[config.mk]
export PLATFORM = sky130hd
export DESIGN_NAME = keypad_scanner
export DESIGN_NICKNAME = d
export VERILOG_FILES = /design/src/rtl/keypad_pkg.sv /design/src/rtl/sync_2ff.sv /design/src/rtl/keypad_scanner.sv
export SDC_FILE = /design/constraint.sdc
export NUM_CORES = 1
export LEC_CHECK = 0
export ABC_AREA = 1
export BUFFER_PORTS_ARGS = -buffer_cell sky130_fd_sc_hd__buf_4
export CAP_MARGIN = 20
export CORE_UTILIZATION = 60
export CTS_CLUSTER_DIAMETER = 120
export CTS_CLUSTER_SIZE = 25
export DETAILED_ROUTE_END_ITERATION = 12
export GPL_TIMING_DRIVEN = 0
export PLACE_DENSITY = 0.82
export REMOVE_ABC_BUFFERS = 1
export SYNTH_ARGS = -nofsm -noshare
export SYNTH_HDL_FRONTEND = slang
export SYNTH_SLANG_ARGS = --single-unit
[constraint.sdc]
create_clock -name clk -period 8.95 [get_ports clk]
set_clock_uncertainty 0.1 [all_clocks]
set_input_delay 1.3425 -clock clk [delete_from_list [all_inputs] [get_ports clk]]
set_output_delay 1.3425 -clock clk [all_outputs]
set_load 0.05 [all_outputs]
[src/rtl/keypad_pkg.sv]
// keypad_pkg: shared types and helpers for the keypad scanner.
package keypad_pkg;
  typedef enum logic [1:0] {PC_NONE, PC_ONE, PC_MULTI} pop_class_e;
  localparam logic EVT_PRESS = 1'b0;
  localparam logic EVT_RELEASE = 1'b1;
  localparam int MAX_KEYS = 256;
  function automatic pop_class_e pop_class(input logic [MAX_KEYS-1:0] v);
    int n;
    n = 0;
    for (int i = 0; i < MAX_KEYS; i++) n += int'(v[i]);
    return n == 0 ? PC_NONE : n == 1 ? PC_ONE : PC_MULTI;
  endfunction
  function automatic int unsigned onehot_idx(input logic [MAX_KEYS-1:0] v);
    onehot_idx = 0;
    for (int unsigned i = 0; i < MAX_KEYS; i++) if (v[i]) onehot_idx = i;
  endfunction
endpackage

[src/rtl/sync_2ff.sv]
// sync_2ff: two-flop synchroniser with a configurable reset value.
module sync_2ff #(
  parameter int W = 1,
  parameter logic [W-1:0] RST_VAL = '0
) (
  input  logic         clk,
  input  logic         rst_n,
  input  logic [W-1:0] d,
  output logic [W-1:0] q
);
  logic [W-1:0] meta_q, sync_q;
  always_ff @(posedge clk or negedge rst_n)
    if (!rst_n) begin
      meta_q <= RST_VAL;
      sync_q <= RST_VAL;
    end else begin
      meta_q <= d;
      sync_q <= meta_q;
    end
  assign q = sync_q;
endmodule

[src/rtl/keypad_scanner.sv]
// keypad_scanner: column-rotating matrix keypad scanner with frame debounce
// and press/release events over a valid/ready handshake.
module keypad_scanner
  import keypad_pkg::*;
#(
  parameter int NUM_COLS = 4,
  parameter int NUM_ROWS = 4,
  parameter int COL_DWELL = 100000,
  parameter int COL_SETTLE = 8,
  parameter int DEBOUNCE_FRAMES = 3,
  localparam int IDX_W = $clog2(NUM_ROWS*NUM_COLS)
) (
  input  logic                clk,
  input  logic                rst_n,
  input  logic [NUM_ROWS-1:0] row,
  output logic [NUM_COLS-1:0] col,
  output logic                evt_valid,
  input  logic                evt_ready,
  output logic [IDX_W-1:0]    evt_index,
  output logic                evt_release,
  output logic                key_held,
  output logic [IDX_W-1:0]    held_index,
  output logic                multi_key,
  output logic                overflow,
  input  logic                ovf_clr
);
  localparam int DW_W = $clog2(COL_DWELL);
  localparam int CW = $clog2(NUM_COLS);
  localparam int SW = $clog2(DEBOUNCE_FRAMES+1);
  typedef logic [NUM_ROWS-1:0][NUM_COLS-1:0] image_t;
  logic [NUM_ROWS-1:0] row_s;
  logic [DW_W-1:0] dwell_q, dwell_d;
  logic [CW-1:0] c_q, c_d;
  logic [NUM_COLS-1:0] col_q, col_d;
  image_t frame_q, frame_d, cand_q, cand_d, acc_q, acc_d;
  logic done_q, done_d;
  logic [SW-1:0] stable_q, stable_d;
  logic evt_valid_q, evt_valid_d, evt_release_q, evt_release_d;
  logic [IDX_W-1:0] evt_index_q, evt_index_d, held_index_q, held_index_d;
  logic key_held_q, key_held_d, multi_key_q, multi_key_d, overflow_q, overflow_d;
  logic dwell_wrap, sample, same, accept, new_evt, load, drop;
  pop_class_e old_pc, new_pc;
  logic [IDX_W-1:0] old_idx, new_idx;
  sync_2ff #(.W(NUM_ROWS), .RST_VAL({NUM_ROWS{1'b1}})) u_sync (
    .clk(clk), .rst_n(rst_n), .d(row), .q(row_s)
  );
  always_comb begin
    dwell_wrap = dwell_q == DW_W'(COL_DWELL-1);
    dwell_d = dwell_wrap ? '0 : dwell_q + 1'b1;
    c_d = dwell_wrap ? (c_q == CW'(NUM_COLS-1) ? '0 : c_q + 1'b1) : c_q;
    col_d = ~(NUM_COLS'(1) << c_d);
    sample = dwell_q == DW_W'(COL_SETTLE);
    frame_d = frame_q;
    for (int r = 0; r < NUM_ROWS; r++) if (sample) frame_d[r][c_q] = ~row_s[r];
    done_d = sample && c_q == CW'(NUM_COLS-1);
    // Debounce acts on the frame completed in the previous cycle.
    same = frame_q == cand_q;
    cand_d = done_q && !same ? frame_q : cand_q;
    stable_d = !done_q ? stable_q : !same ? SW'(1) :
               stable_q == SW'(DEBOUNCE_FRAMES) ? stable_q : stable_q + 1'b1;
    accept = done_q && stable_d == SW'(DEBOUNCE_FRAMES) && cand_d != acc_q;
    acc_d = accept ? cand_d : acc_q;
    old_pc = pop_class(MAX_KEYS'(acc_q));
    new_pc = pop_class(MAX_KEYS'(cand_d));
    old_idx = IDX_W'(onehot_idx(MAX_KEYS'(acc_q)));
    new_idx = IDX_W'(onehot_idx(MAX_KEYS'(cand_d)));
    // A single key landing reports a press; only a lone key lifting reports a release.
    new_evt = accept && (new_pc == PC_ONE || (new_pc == PC_NONE && old_pc == PC_ONE));
    load = new_evt && (!evt_valid_q || evt_ready);
    drop = new_evt && evt_valid_q && !evt_ready;
    evt_valid_d = load ? 1'b1 : evt_valid_q && evt_ready ? 1'b0 : evt_valid_q;
    evt_index_d = load ? (new_pc == PC_ONE ? new_idx : old_idx) : evt_index_q;
    evt_release_d = load ? (new_pc == PC_ONE ? EVT_PRESS : EVT_RELEASE) : evt_release_q;
    overflow_d = drop ? 1'b1 : ovf_clr ? 1'b0 : overflow_q;
    key_held_d = accept ? new_pc == PC_ONE : key_held_q;
    held_index_d = accept && new_pc == PC_ONE ? new_idx : held_index_q;
    multi_key_d = accept ? new_pc == PC_MULTI : multi_key_q;
  end
  always_ff @(posedge clk or negedge rst_n)
    if (!rst_n) begin
      dwell_q <= '0;
      c_q <= '0;
      col_q <= '1;
      frame_q <= '0;
      done_q <= 1'b0;
      cand_q <= '0;
      stable_q <= '0;
      acc_q <= '0;
      evt_valid_q <= 1'b0;
      evt_index_q <= '0;
      evt_release_q <= 1'b0;
      key_held_q <= 1'b0;
      held_index_q <= '0;
      multi_key_q <= 1'b0;
      overflow_q <= 1'b0;
    end else begin
      dwell_q <= dwell_d;
      c_q <= c_d;
      col_q <= col_d;
      frame_q <= frame_d;
      done_q <= done_d;
      cand_q <= cand_d;
      stable_q <= stable_d;
      acc_q <= acc_d;
      evt_valid_q <= evt_valid_d;
      evt_index_q <= evt_index_d;
      evt_release_q <= evt_release_d;
      key_held_q <= key_held_d;
      held_index_q <= held_index_d;
      multi_key_q <= multi_key_d;
      overflow_q <= overflow_d;
    end
  assign col = col_q;
  assign evt_valid = evt_valid_q;
  assign evt_index = evt_index_q;
  assign evt_release = evt_release_q;
  assign key_held = key_held_q;
  assign held_index = held_index_q;
  assign multi_key = multi_key_q;
  assign overflow = overflow_q;
endmodule

# ---- Word-level counts from Yosys, hierarchy flattened
# Index checks and enable logic that the tools add are counted.
dict set report totals {
  ff_bits 95
  latchBits 0
  mem_bits_rw 0
  rom_bits 0
  inputBits 8
  output_inout_bits 17
  word_cells 154
  memories 0
}
dict set report op_classes {
  add_sub_neg 33
  n_mul 0
  div 0
  n_lt_le_gt_ge 2
  n_eq_ne 12
  shift 1
  n_mux 53
  bitwise 5
  n_reduce_logical 22
}
# cell count
set ops {}
lappend ops {{$mux 4} 29}
lappend ops {{$logic_not 32->1} 2}
lappend ops {{$add 15x1->16} 2}
lappend ops {{$eq 16x1->1 const B} 2}
lappend ops {{$add 14x1->15} 2}
lappend ops {{$add 13x1->14} 2}
lappend ops {{$add 12x1->13} 2}
lappend ops {{$add 11x1->12} 2}
lappend ops {{$add 10x1->11} 2}
lappend ops {{$add 9x1->10} 2}
lappend ops {{$add 8x1->9} 2}
lappend ops {{$mux 2} 9}
lappend ops {{$add 17x1->17 const B} 1}
lappend ops {{$eq 17x17->1 const B} 1}
lappend ops {{$eq 17x4->1 const B} 1}
lappend ops {{$mux 17} 1}
lappend ops {{$add 7x1->8} 2}
lappend ops {{$bwmux 4} 4}
lappend ops {{$eq 16x16->1} 1}
lappend ops {{$mux 16} 1}
lappend ops {{$ne 16x16->1} 1}
lappend ops {{$add 6x1->7} 2}
lappend ops {{$add 5x1->6} 2}
lappend ops {{$logic_and 1x1->1} 12}
lappend ops {{other kinds (18)} 41}

# ---- Depth between registers and ports, before layout
dict set report depth {
  word_depth 29
  depth_mapped 33
}

# ---- Modules after synthesis
# A second synthesis with hierarchy kept.
dict set report unflattened {
  hier_cells 660
  area_unflattened_um2 5362.6
}
# module instances cells_per_inst area_each_um2 seq_area_each_um2
set by_module_without_submodules {}
lappend by_module_without_submodules {keypad_scanner 1 652 5152.4 2182.1}
lappend by_module_without_submodules {sync_2ff 1 8 210.2 210.2}

# ---- Worst setup path after synthesis
# OpenSTA, ideal clock, no wires.
dict set report synth_path {
  path_kind {register -> register}
  startpoint {reg frame_q[10] in the netlist's numbering}
  endpoint {reg evt_release_q, in the netlist evt_release}
  setup_ps 124
  arrival_time_ps 4912
  t_required_ps 8726
  setup_slack_ps 3814
  path_stages_with_launch 31
  synth_period_minus_slack_ps 5136
  cell_sequence {dfrtp_1 -> nand2_1 -> nand2_1 -> nor2_1 -> nand2_1 -> nor2_2 -> nand2_4 -> nand2_4 -> buf_8 -> nand2_1 -> nand2_2 -> inv_1 -> fa_1 -> fa_1 -> fa_1 -> fa_1 -> inv_1 -> ha_1 -> fa_1 -> nand2_1 -> nand2_1 -> nand2_1 -> inv_1 -> nor2_1 -> inv_1 -> nor2_1 -> nand2_1 -> nor3_4 -> inv_2 -> nand2_1 -> o21ai_1}
}
# element line_no
set synth_lines {}
lappend synth_lines {{start: declaration} keypad_scanner.sv:35} ;# image_t frame_q, frame_d, cand_q, cand_d, acc_q, acc_d;
lappend synth_lines {{start signal: assignment} keypad_scanner.sv:100} ;# frame_q <= frame_d;
lappend synth_lines {{end signal: assignment} keypad_scanner.sv:107} ;# evt_release_q <= evt_release_d;
lappend synth_lines {{end: declaration} keypad_scanner.sv:38} ;# logic evt_valid_q, evt_valid_d, evt_release_q, evt_release_d;

==> flow_metrics.py <==
metrics = {
    "outcome": {
        "outcome": "completed",
    },
    "critical_path": {
        "worstPathRequired_ps": 9160,
        "arrival_ps": 6170,
        "critPathKind": "reg2reg",
        "crit_slowest_cell": "fa_1",
        "r2r-end": "evt_index[2]$_DFFE_PN0P_",
        "rrSetupSlack_ps": 2990,
        "cpLargestDelayFamily": "adder cells",
        "worstSetupEndpointType": "flip-flop",
        "cp_num_buf_inv": 5,
        "critPathLaunch": "frame_q[12]$_DFFE_PN0P_",
        "timing.rr.start": "frame_q[12]$_DFFE_PN0P_",
        "worstSetupStartpointType": "flip-flop",
        "cpPeakStageDelay_ps": 600,
        "r2r.worst_path.cells": 27,
        "crit_top_cell": "nand2_1",
        "path_max_fanout": 30,
    },
    "power_and_ir_drop": {
        "power.density_nw_per_um2": 130.4,
        "worst_ir_drop_vdd_mv": 0.1169,
        "leakage_nw": 3.193,
    },
    "synth": {
        "syn_avg_cell_area_um2": 8.355,
        "async_flop_share_pct": 100.0,
        "yosysTopAreaCellShare_pct": 37.67,
        "synth_warnings": 0,
        "synth-seq-cells": 95,
        "synthCells": 660,
        "synth_ff_type": "dfrtp_1",
        "synth_edf_count": 0,
        "ys_seq_area_share_pct": 43.39,
        "synthTopCellsByCount": "nand2_1 (184), inv_1 (121), dfrtp_1 (83)",
        "synth_top_area_cell": "dfrtp_1",
        "synth.cell_area_um2": 5514,
        "yosysUniqueCellTypes": 40,
        "synth_area_leaders": "dfrtp_1 (38%), nand2_1 (13%), inv_1 (8.2%), fa_1 (7.3%), dfstp_2 (5.7%)",
        "yosysMostFrequentCell": "nand2_1",
    },
    "clocking": {
        "cts.sinks": 95,
        "clk_latency_ps": 370,
        "post_cts_buffers": 0,
        "cts_root_buf": "clkbuf_8",
        "cts_tree": "built",
        "h-tree-depth": 3,
        "path_clk_slew_ps": 100,
        "cts_resized": 0,
        "clk_path_buf_depth": 2,
        "hold_buffers": 0,
        "numCtsBuffers": 9,
    },
    "placed_design": {
        "routabilityCongestion": 0.9209,
        "dp_cells": 785,
        "place_area_um2": 5766,
        "dpl.hpwl_um": 8605,
        "port_buffers": 24,
    },
    "floorplan": {
        "core-area_um2": 8806,
        "pin_count": 25,
        "die_area_um2": 9578,
        "rows": 34,
        "chipWidth_um": 97.87,
        "initial_core_util_pct": 62.62,
        "fp.dieH_um": 97.87,
    },
    "routing": {
        "via_per_inst": 5.365,
        "drt-total-wl_um": 11510,
        "vias": 4297,
        "drtPass1Iterations": 4,
        "drc": 0,
        "ant_nets": 0,
        "drt_iter0_markers": 287,
        "avgRoutedWirePerCell_um": 14.37,
    },
    "grt": {
        "antenna_found_initial": 0,
        "grt_pass1_vias": 4265,
        "grt_usage_pct": 26.45,
        "grt_pass1_wl_um": 20000,
        "grt_remaining_overflow": 0,
        "grt_max_degree": 68,
    },
    "timing": {
        "hold_viol_final": 0,
        "whs_ps": 260.6,
        "relSlewSlack_pct": 63.88,
        "tightestPinTransition_ps": 541.3,
        "period_needed_ps": 5962,
        "setup_violations": 0,
        "fmax_mhz": 167.7,
        "drv_slew": 0,
        "fin_crit_sh_pct": 66.62,
        "rsz0062_at_grt": "no",
        "fin_tns_setup_ps": 0,
    },
    "final_layout": {
        "drive_gt1_share_pct": 14.00,
        "final_nets": 732,
        "areaGrowthSynthToFinish_pct": 8.691,
        "fillers": 691,
        "final_cells": 801,
        "design_area_um2": 5993,
        "antenna_cells": 0,
        "multiInputGateArea_um2": 2555,
        "seqCellArea_um2": 2392,
    },
    "hold_path": {
        "hold_path_depth": 0,
        "hp-class": "reg2reg",
        "worstHoldEndpoint": "u_sync.q[1]$_DFF_PN1_",
        "worstHoldStart": "u_sync.meta_q[1]$_DFF_PN1_",
    },
    "run": {
        "drv_cap": 0,
    },
}
==> cell families (layout without fill, tap and decap cells) <==
logic type,count (synthesis),count (layout),share of synthesized area (%)
compound gates,93,93,10.60
simple gates,284,284,21.99
xor+xnor,18,18,2.859
flops,95,95,43.39
buf+inv,134,167,10.28
fa+ha+maj,36,36,10.89
==> layout by cell type (no fill, tap or decap), types with 20 or more instances in the layout <==
cell,instances
nor2_1,47
buf_4,24
o21ai_2,23
o21ai_0,33
dfrtp_1,83
fa_1,20
nand2_1,184
inv_1,121
==> area by class of cell <==
cell class | instances | share of cell area, %
Multi-Input combinational cell | 431 | 42.63
Sequential cell | 95 | 39.92
Inverter | 126 | 7.933
Timing Repair Buffer | 25 | 3.466
Clock buffer | 11 | 2.359
Tap cell | 108 | 2.255
Clock inverter | 5 | 1.441
==> power by group <==
part | internal [mW] | switching (mW)
registers | 0.433 | 0.00212
clock network | 0.168 | 0.161
logic | 0.00483 | 0.0114
==> metrics by stage <==
step | worst slack [ps] | total power, mW | util [%]
floorplan | 3696 | 0.4467 | -
global placement | 3163 | 0.4584 | 65.16
detailed placement | 3037 | 0.4605 | 65.47
CTS | 3006 | 0.7845 | 68.06
global route | 2537 | 0.8018 | 68.06
finish | 2988 | 0.7815 | 68.06
==> metal layers <==
| metal | share of wire (%) | track usage [%] | vias to the layer above |
|---|---|---|---|
| met3 | 4.2 | 4.152 | 20 |
| met1 | 47 | 36.77 | 2069 |
| met2 | 47 | 42.80 | 112 |
| li1 | - | - | 2096 |
| met4 | 1.7 | 8.625 | 0 |
| met5 | 0 | 0 | - |
==> worst max path at each step <==
| stage | slack [ps] | end | cells past startpoint |
|---|---|---|---|
| 6_report | 2990 | evt_index[2]$_DFFE_PN0P_ | 27 |
| 4_1_cts | 3010 | evt_index[2]$_DFFE_PN0P_ | 27 |
| 3_5_place_dp | 3040 | evt_release$_DFFE_PN0P_ | 30 |
| 5_1_grt | 2540 | evt_index[0]$_DFFE_PN0P_ | 27 |
| 3_3_place_gp | 3160 | evt_release$_DFFE_PN0P_ | 30 |
| 2_1_floorplan | 3700 | evt_release$_DFFE_PN0P_ | 29 |
==> registers in the layout, summed over array words and instances (netlist names), 2 cells and up <==
name	cells
dwell_q	17
acc_q	16
cand_q	16
frame_q	16
col	4
evt_index	4
held_index	4
u_sync.meta_q	4
u_sync.q	4
c_q	2
stable_q	2
==> worst register-to-register path: stages, from the launching register on <==
cell     delay, ps
dfrtp_1        420
inv_1           50
nand2_1         50
nand2_1         50
nor2_1         180
nand2_1        140
nor2_4         150
nand2_4         80
nand2_4        330
nand2_1        120
nand2_2        120
inv_1           80
fa_1           600
fa_1           460
fa_1           480
fa_1           500
inv_1           40
ha_1           200
fa_1           410
xnor2_1        180
nand3_1        110
inv_1           80
nand3_1        290
inv_1          250
o21ai_0        190
nand2_1        100
nand2_1         60
nand2_1         70
Power figures use the tool's default switching activity.
